[config.mk]
export PLATFORM = sky130hd
export DESIGN_NAME = alu_writeback
export DESIGN_NICKNAME = d
export VERILOG_FILES = /design/src/rtl/alu_writeback_pkg.sv /design/src/rtl/alu_writeback_fifo.sv /design/src/rtl/alu_writeback.sv
export SDC_FILE = /design/constraint.sdc
export NUM_CORES = 1
export LEC_CHECK = 0
export ABC_CLOCK_PERIOD_IN_PS = 2100
export CAP_MARGIN = 10
export CORE_MARGIN = 5
export CORE_UTILIZATION = 47
export CTS_BUF_LIST = sky130_fd_sc_hd__clkbuf_2
export CTS_CLUSTER_DIAMETER = 40
export CTS_CLUSTER_SIZE = 24
export DETAILED_ROUTE_END_ITERATION = 10
export GPL_TIMING_DRIVEN = 0
export HOLD_SLACK_MARGIN = 0.08
export PLACE_DENSITY = 0.86
export RECOVER_POWER = 100
export SLEW_MARGIN = 5
export SYNTH_ARGS = -nofsm -noshare
export SYNTH_HDL_FRONTEND = slang
export SYNTH_SLANG_ARGS = --single-unit
[constraint.sdc]
create_clock -name CLK -period 2.1 [get_ports CLK]
set_clock_uncertainty 0.2 [all_clocks]
set_input_delay 0.42 -clock CLK [delete_from_list [all_inputs] [get_ports CLK]]
set_output_delay 0.42 -clock CLK [all_outputs]
set_load 0.02 [all_outputs]
[src/rtl/alu_writeback_pkg.sv]
// Shared constants for the ALU writeback stage: flag bit positions, default widths and
// FSM state encoding. Build option: WB_FAULT_HALT_EN (see alu_writeback.sv).
package alu_writeback_pkg;

    localparam int unsigned DATA_W_DEF     = 16;
    localparam int unsigned FLAG_W_DEF     = 6;
    localparam int unsigned REG_ADDR_W_DEF = 4;

    localparam int unsigned ZERO_FLAG       = 0;
    localparam int unsigned CARRY_FLAG      = 1;
    localparam int unsigned NEGATIVE_FLAG   = 2;
    localparam int unsigned OVERFLOW_FLAG   = 3;
    localparam int unsigned PARITY_FLAG     = 4;
    localparam int unsigned INVALID_OP_FLAG = 5;

    typedef enum logic [0:0] {
        WB_RUN  = 1'b0,
        WB_HALT = 1'b1
    } wb_state_e;

endpackage

[src/rtl/alu_writeback_fifo.sv]
// Writeback FIFO: DEPTH entries of registered storage; head holds the last popped entry
// while empty so the register-file address/data lines stay stable.
module alu_writeback_fifo #(
    parameter int unsigned WIDTH = 21,
    parameter int unsigned DEPTH = 2
) (
    input  logic                   clk,
    input  logic                   rst_n,
    input  logic                   push,
    input  logic                   pop,
    input  logic [WIDTH-1:0]       wdata,
    output logic [WIDTH-1:0]       head,
    output logic                   empty,
    output logic [$clog2(DEPTH):0] count
);

    localparam int unsigned PTR_W = $clog2(DEPTH);
    localparam int unsigned CNT_W = PTR_W + 1;

    logic [WIDTH-1:0] mem [DEPTH];
    logic [PTR_W-1:0] wr_ptr_q, rd_ptr_q;
    logic [CNT_W-1:0] count_q;
    logic [WIDTH-1:0] last_q;

    always_ff @(posedge clk or negedge rst_n) begin
        if (!rst_n) begin
            wr_ptr_q <= '0;
            rd_ptr_q <= '0;
            count_q  <= '0;
            last_q   <= '0;
        end else begin
            if (push) begin
                wr_ptr_q <= wr_ptr_q + PTR_W'(1);
            end
            if (pop) begin
                rd_ptr_q <= rd_ptr_q + PTR_W'(1);
                last_q   <= mem[rd_ptr_q];
            end
            count_q <= count_q + CNT_W'(push) - CNT_W'(pop);
        end
    end

    // Storage needs no reset: it is only observed through the count-qualified head.
    always_ff @(posedge clk) begin
        if (push) begin
            mem[wr_ptr_q] <= wdata;
        end
    end

    always_comb begin
        empty = (count_q == '0);
        count = count_q;
        head  = empty ? last_q : mem[rd_ptr_q];
    end

endmodule

[src/rtl/alu_writeback.sv]
// Execute-to-writeback stage: PSR/fault tracking and a FIFO draining into the register
// file. Define WB_FAULT_HALT_EN to stall intake after an invalid-op result until cleared.
module alu_writeback
    import alu_writeback_pkg::*;
#(
    parameter int unsigned DATA_W     = DATA_W_DEF,
    parameter int unsigned FLAG_W     = FLAG_W_DEF,
    parameter int unsigned REG_ADDR_W = REG_ADDR_W_DEF,
    parameter int unsigned DEPTH      = 2
) (
    input  logic                  CLK,
    input  logic                  RESET,
    input  logic                  In_Valid,
    output logic                  In_Ready,
    input  logic [DATA_W-1:0]     C,
    input  logic [FLAG_W-1:0]     Flags,
    input  logic [REG_ADDR_W-1:0] In_Dest,
    input  logic                  In_WrEn,
    input  logic                  In_FlagUpd,
    output logic                  RF_WrEn,
    output logic [REG_ADDR_W-1:0] RF_WrAddr,
    output logic [DATA_W-1:0]     RF_WrData,
    input  logic                  RF_Ready,
    output logic [FLAG_W-1:0]     PSR,
    output logic                  CarryIn,
    output logic                  Fault,
    input  logic                  FaultClear
);

    localparam int unsigned ENTRY_W = 1 + REG_ADDR_W + DATA_W;
    localparam int unsigned CNT_W   = $clog2(DEPTH) + 1;

    wb_state_e         state_q, state_d;
    logic [FLAG_W-1:0] psr_q, psr_d;
    logic              fault_q, fault_d;

    logic               accept, invalid, full, empty, pop, head_we;
    logic [ENTRY_W-1:0] entry, head;
    logic [CNT_W-1:0]   count;

    assign invalid = Flags[INVALID_OP_FLAG];
    assign accept  = In_Valid & In_Ready;
    assign entry   = {In_WrEn & ~invalid, In_Dest, C};
    assign full    = (count == CNT_W'(DEPTH));
    // Entries that do not write are retired without waiting for the register file.
    assign pop     = ~empty & (RF_Ready | ~head_we);

    alu_writeback_fifo #(
        .WIDTH (ENTRY_W),
        .DEPTH (DEPTH)
    ) u_fifo (
        .clk   (CLK),
        .rst_n (RESET),
        .push  (accept),
        .pop   (pop),
        .wdata (entry),
        .head  (head),
        .empty (empty),
        .count (count)
    );

    assign {head_we, RF_WrAddr, RF_WrData} = head;
    assign RF_WrEn = ~empty & head_we;

    always_ff @(posedge CLK or negedge RESET) begin
        if (!RESET) begin
            state_q <= WB_RUN;
        end else begin
            state_q <= state_d;
        end
    end

    always_comb begin
        state_d = state_q;
`ifdef WB_FAULT_HALT_EN
        unique case (state_q)
            WB_RUN:  if (accept && invalid) state_d = WB_HALT;
            WB_HALT: if (FaultClear) state_d = WB_RUN;
            default: state_d = WB_RUN;
        endcase
`else
        state_d = WB_RUN;
`endif
    end

    always_comb begin
        In_Ready = ~full & (state_q == WB_RUN);
    end

    // Order matters: an invalid-op set must win over a same-cycle clear.
    always_comb begin
        psr_d   = psr_q;
        fault_d = fault_q;
        if (accept && In_FlagUpd && !invalid) begin
            psr_d = Flags;
        end
        if (FaultClear) begin
            fault_d                = 1'b0;
            psr_d[INVALID_OP_FLAG] = 1'b0;
        end
        if (accept && invalid) begin
            fault_d                = 1'b1;
            psr_d[INVALID_OP_FLAG] = 1'b1;
        end
    end

    always_ff @(posedge CLK or negedge RESET) begin
        if (!RESET) begin
            psr_q   <= '0;
            fault_q <= 1'b0;
        end else begin
            psr_q   <= psr_d;
            fault_q <= fault_d;
        end
    end

    assign PSR     = psr_q;
    assign CarryIn = psr_q[CARRY_FLAG];
    assign Fault   = fault_q;

endmodule

==> metrics.txt <==
# TYPE chip_impl_metric gauge
chip_impl_metric{name="combinational_power_share",unit=""} 0.558
chip_impl_metric{name="final_min_period_over_clock_period",unit=""} 1.17
chip_impl_metric{name="filler_cell_count",unit=""} 444
chip_impl_metric{name="design.die.area",unit="mm²"} 0.00798
chip_impl_metric{name="share_of_power_burned_in_registers",unit=""} 0.335
chip_impl_metric{name="avgSynthCellArea",unit="µm²"} 14.9
chip_impl_metric{name="cp.buffers_inverters",unit=""} 3
chip_impl_metric{name="place.port_buffers",unit=""} 62
chip_impl_metric{name="grt_max_degree",unit=""} 32
chip_impl_info{name="clk_root_buffer_cell",value="sky130_fd_sc_hd__clkbuf_2"} 1
chip_impl_metric{name="drt_via_density",unit=""} 5.33
chip_impl_metric{name="vdd_ir_drop_max",unit="mV"} 0.798
chip_impl_metric{name="postSynthRegisterBits",unit=""} 73
chip_impl_metric{name="place_congestion",unit=""} 0.738
chip_impl_info{name="cp-start-kind",value="flip-flop"} 1
chip_impl_metric{name="synth.cell_area",unit="mm²"} 0.00296
chip_impl_info{name="cp_cell_sequence",value="or2_1 -> buf_6 -> buf_4 -> nand2_2 -> o21a_1 -> buf_6"} 1
chip_impl_metric{name="cts.sink_count",unit=""} 73
chip_impl_info{name="critical-path-top-delay-family",value="flip-flops"} 1
chip_impl_metric{name="routed_wirelength",unit="µm"} 6570
chip_impl_metric{name="slowest_delay",unit="ns"} 0.44
chip_impl_info{name="library_cell_appearing_most_often_on_the_critical_path",value="sky130_fd_sc_hd__buf_6"} 1
chip_impl_metric{name="slew-limit-headroom",unit=""} 0.467
chip_impl_metric{name="synth_largest_type_area_fraction",unit=""} 0.426
chip_impl_metric{name="final-setup-viol-count",unit=""} 22
chip_impl_metric{name="gr-usage-met1",unit=""} 0.205
chip_impl_metric{name="final-seq-area",unit="mm²"} 0.00204
chip_impl_info{name="status",value="finished, violations left"} 1
chip_impl_metric{name="post-dp-hpwl",unit="µm"} 4270
chip_impl_info{name="synth_area_leaders",value="sky130_fd_sc_hd__edfxtp_1 43%, sky130_fd_sc_hd__dfrtp_1 26%, sky130_fd_sc_hd__mux2i_1 6.8%"} 1
chip_impl_metric{name="synth_cells",unit=""} 198
chip_impl_metric{name="core",unit="mm²"} 0.00624
chip_impl_metric{name="cap_violations",unit=""} 0
chip_impl_metric{name="fin_crit",unit="ns"} 2.46
chip_impl_metric{name="route.antenna.remaining_nets",unit=""} 0
chip_impl_metric{name="pwr_density_cell",unit="mW/mm²"} 1670
chip_impl_metric{name="grt_antenna_before_repair",unit=""} 0
chip_impl_metric{name="finalHoldViolations",unit=""} 0
chip_impl_info{name="grt_busiest_layer",value="met2"} 1
chip_impl_metric{name="worst_ep_arrival_time",unit="ns"} 1.84
chip_impl_metric{name="worstPathMaxFanout",unit=""} 7
chip_impl_metric{name="fmax",unit="MHz"} 407
chip_impl_metric{name="total_leakage_power",unit="nW"} 1.64
chip_impl_metric{name="floorplan.initialDensity",unit=""} 0.474
chip_impl_metric{name="drc",unit=""} 0
chip_impl_metric{name="final_cell_count_no_fill",unit=""} 359
chip_impl_metric{name="clkPwrFrac",unit=""} 0.107
chip_impl_metric{name="globalRouteMet2Util",unit=""} 0.303
chip_impl_metric{name="grt_pass1_vias",unit=""} 2030
chip_impl_info{name="critical_path_end_type",value="primary output"} 1
chip_impl_info{name="worst_hold_path_type",value="input pin to async pin"} 1
chip_impl_metric{name="cts-buffers-inserted",unit=""} 9
chip_impl_info{name="cts_tree",value="built"} 1
chip_impl_metric{name="clock_latency",unit="ns"} 0.49
chip_impl_metric{name="seq_area_frac_synth",unit=""} 0.688
chip_impl_metric{name="first_iter_violations",unit=""} 137
chip_impl_metric{name="yosys_warn_count",unit=""} 0
chip_impl_metric{name="timing.critical_path.required",unit="ns"} 1.48
chip_impl_metric{name="maximum_level_of_the_cts_h_tree",unit=""} 3
chip_impl_metric{name="sw_frac_of_total",unit=""} 0.383
chip_impl_info{name="criticalPathCategory",value="flip-flop to primary output"} 1
chip_impl_metric{name="dr_total_vias",unit=""} 1915
chip_impl_info{name="failing_checks",value="setup timing"} 1
chip_impl_metric{name="layout_setup_ws",unit="ns"} -0.358
chip_impl_metric{name="antenna_cells_inserted",unit=""} 0
chip_impl_metric{name="clk_pin_slew_worst_paths",unit="ns"} 0.22
chip_impl_metric{name="finalMaxSlewViolations",unit=""} 0
chip_impl_metric{name="clk_path_buf_depth",unit=""} 2
chip_impl_metric{name="track_usage",unit=""} 0.173
chip_impl_metric{name="net_total_in_the_final_layout",unit=""} 312
chip_impl_metric{name="area_delta_synth_final",unit="%"} 36.1
chip_impl_info{name="worst_path_max_delay_cell",value="sky130_fd_sc_hd__dfrtp_1"} 1
chip_impl_info{name="rsz0062_at_grt",value="true"} 1
chip_impl_metric{name="yosys_cell_types",unit=""} 25
chip_impl_metric{name="chipWidth",unit="µm"} 89.3
chip_impl_metric{name="place_ws",unit="ns"} -0.468
chip_impl_metric{name="drt-pass1-iter-count",unit=""} 4
chip_impl_metric{name="drt-wirelength-per-cell",unit="µm"} 18.3
chip_impl_metric{name="grt_pass1_wl",unit="µm"} 10100
chip_impl_metric{name="number_of_gates_on_the_worst_path_with_buffers_counted",unit=""} 6
chip_impl_metric{name="global_route.usage.met3",unit=""} 0.0230
chip_impl_metric{name="worstRegToRegCells",unit=""} 9
chip_impl_metric{name="globalRoute.totalOverflow",unit=""} 0
chip_impl_metric{name="share_of_cells_above_drive_strength_1",unit=""} 0.309
chip_impl_metric{name="boundaryPins",unit=""} 63
chip_impl_metric{name="dpl_cell_area",unit="mm²"} 0.00367
chip_impl_metric{name="site_rows",unit=""} 29
chip_impl_metric{name="stdcell_area",unit="mm²"} 0.00403
chip_impl_info{name="synthDominantAreaCellType",value="sky130_fd_sc_hd__edfxtp_1"} 1
chip_impl_metric{name="placed_cells",unit=""} 337
chip_impl_metric{name="cellInternalPower",unit="mW"} 4.16
chip_impl_metric{name="synth.net_count",unit=""} 233
chip_impl_metric{name="tightest_slew",unit="ns"} 0.799
chip_impl_metric{name="utilization",unit=""} 0.645
chip_impl_metric{name="finalPower",unit="mW"} 6.74
chip_impl_metric{name="die_height",unit="µm"} 89.3
chip_impl_metric{name="switching_power",unit="mW"} 2.58
chip_impl_metric{name="multi_input_area",unit="µm²"} 932
## through the flow
| stage | setup TNS (ns) | hold WS [ns] |
|---|---|---|
| final | -6.72 | 0.306 |
| after global routing | -10.41 | 0.303 |
| after CTS | -6.37 | 0.270 |
| after detailed placement | -24.32 | 0.285 |
| after global placement | -27.93 | 0.270 |
| after floorplan | 0 | -0.0756 |
## final cells by class
| cell class | count | share of cell area |
|---|---|---|
| Sequential cell | 73 | 0.506 |
| Buffer | 12 | 0.0382 |
| Multi-Input combinational cell | 108 | 0.232 |
| Clock buffer | 11 | 0.0137 |
| Clock inverter | 5 | 0.0115 |
| Timing Repair Buffer | 69 | 0.172 |
| Inverter | 4 | 0.00373 |
| Tap cell | 77 | 0.0239 |
## final timing paths
| check | endpoint | slack [ns] | from |
|---|---|---|---|
| setup / recovery | RF_WrData[4] | -0.36 | u_fifo.count[0] |
| hold / removal | PSR[3] | 0.31 | RESET |
| setup reg to reg | u_fifo.count[1] | -0.05 | u_fifo.count[0] |
| hold reg to reg | u_fifo.last_q[0] | 0.32 | u_fifo.last_q[0] |
| max in group asynchronous | u_fifo.last_q[12] | 0.84 | RESET |
| min in group CLK | PSR[1] | 0.32 | Flags[1] |
## cells in the final DEF, fill, tap and decap left out, types with 3 or more instances in the layout
cell type,n
sky130_fd_sc_hd__dlygate4sd3_1,22
sky130_fd_sc_hd__dlygate4sd2_1,8
sky130_fd_sc_hd__o22a_1,20
sky130_fd_sc_hd__dfrtp_1,31
sky130_fd_sc_hd__clkdlybuf4s50_1,10
sky130_fd_sc_hd__mux2i_1,18
sky130_fd_sc_hd__nand2_1,4
sky130_fd_sc_hd__mux2_2,5
sky130_fd_sc_hd__clkinv_1,3
sky130_fd_sc_hd__edfxtp_1,42
sky130_fd_sc_hd__buf_6,26
sky130_fd_sc_hd__clkbuf_2,12
sky130_fd_sc_hd__o21a_1,21
sky130_fd_sc_hd__inv_1,4
sky130_fd_sc_hd__nand2_2,17
sky130_fd_sc_hd__buf_4,7
## routing by layer
metal	routed length, µm	up-vias
li1	-	896
met1	2590	955
met2	3650	56
met3	235	8
met4	97	0
met5	0	-
## sequential cells by signal (all words and copies together), names as in the netlist
register and cells:
u_fifo.mem 42, u_fifo.last_q 20, PSR 6, u_fifo.count 2, Fault 1, u_fifo.rd_ptr_q 1
u_fifo.wr_ptr_q 1
## cells by family after synthesis
group	after synthesis	synth area share
adders and majority gates	2	0.00846
DFF	73	0.688
buffers and inverters	17	0.0326
and+or+nand+nor	33	0.0486
AOI/OAI and AO/OA	44	0.122
xor gates and xnor gates	3	0.00888
muxes	26	0.0913
## worst reg2reg max path, stage by stage (launching register included)
cell and delay, ns:
sky130_fd_sc_hd__dfrtp_1 0.44, sky130_fd_sc_hd__or2_1 0.25, sky130_fd_sc_hd__buf_6 0.15, sky130_fd_sc_hd__buf_4 0.16
sky130_fd_sc_hd__o21a_4 0.13, sky130_fd_sc_hd__ha_4 0.26, sky130_fd_sc_hd__inv_1 0.04, sky130_fd_sc_hd__ha_2 0.18
sky130_fd_sc_hd__xnor2_2 0.14, sky130_fd_sc_hd__xnor2_1 0.13
## cells in the mapped netlist (all sizes together)
| library cell | count |
|---|---|
| o21a | 22 |
| o22a | 20 |
| dfrtp | 31 |
| clkbuf | 1 |
| or2 | 1 |
| inv | 4 |
| xnor2 | 3 |
| ha | 2 |
| nor2 | 4 |
| nand2b | 2 |
| nand2 | 21 |
| edfxtp | 42 |
| mux2i | 21 |
| nand3 | 2 |
| mux2 | 5 |
| buf | 12 |
| nand4b | 1 |
| nor2b | 1 |
| a22o | 1 |
| a32o | 1 |
| and3 | 1 |
## repair_timing
action	in CTS	in global routing
gates cloned	1	0
pin swaps	4	2
resized for setup	170	23
hold endpoints to repair	31	0
hold buffers	1	0
buffers inserted	4	3
endpoints found under the setup margin	73	44
## power groups by stage
stage,Sequential (mW),Combinational (mW),Clock [mW]
2_1_floorplan,2.31,1.90,0
3_3_place_gp,2.25,3.09,0
3_5_place_dp,2.29,3.18,0
4_1_cts,2.25,3.59,0.734
5_1_grt,2.31,4.00,0.793
6_report,2.26,3.76,0.724
Note: power is estimated with default switching activity, not from simulation.
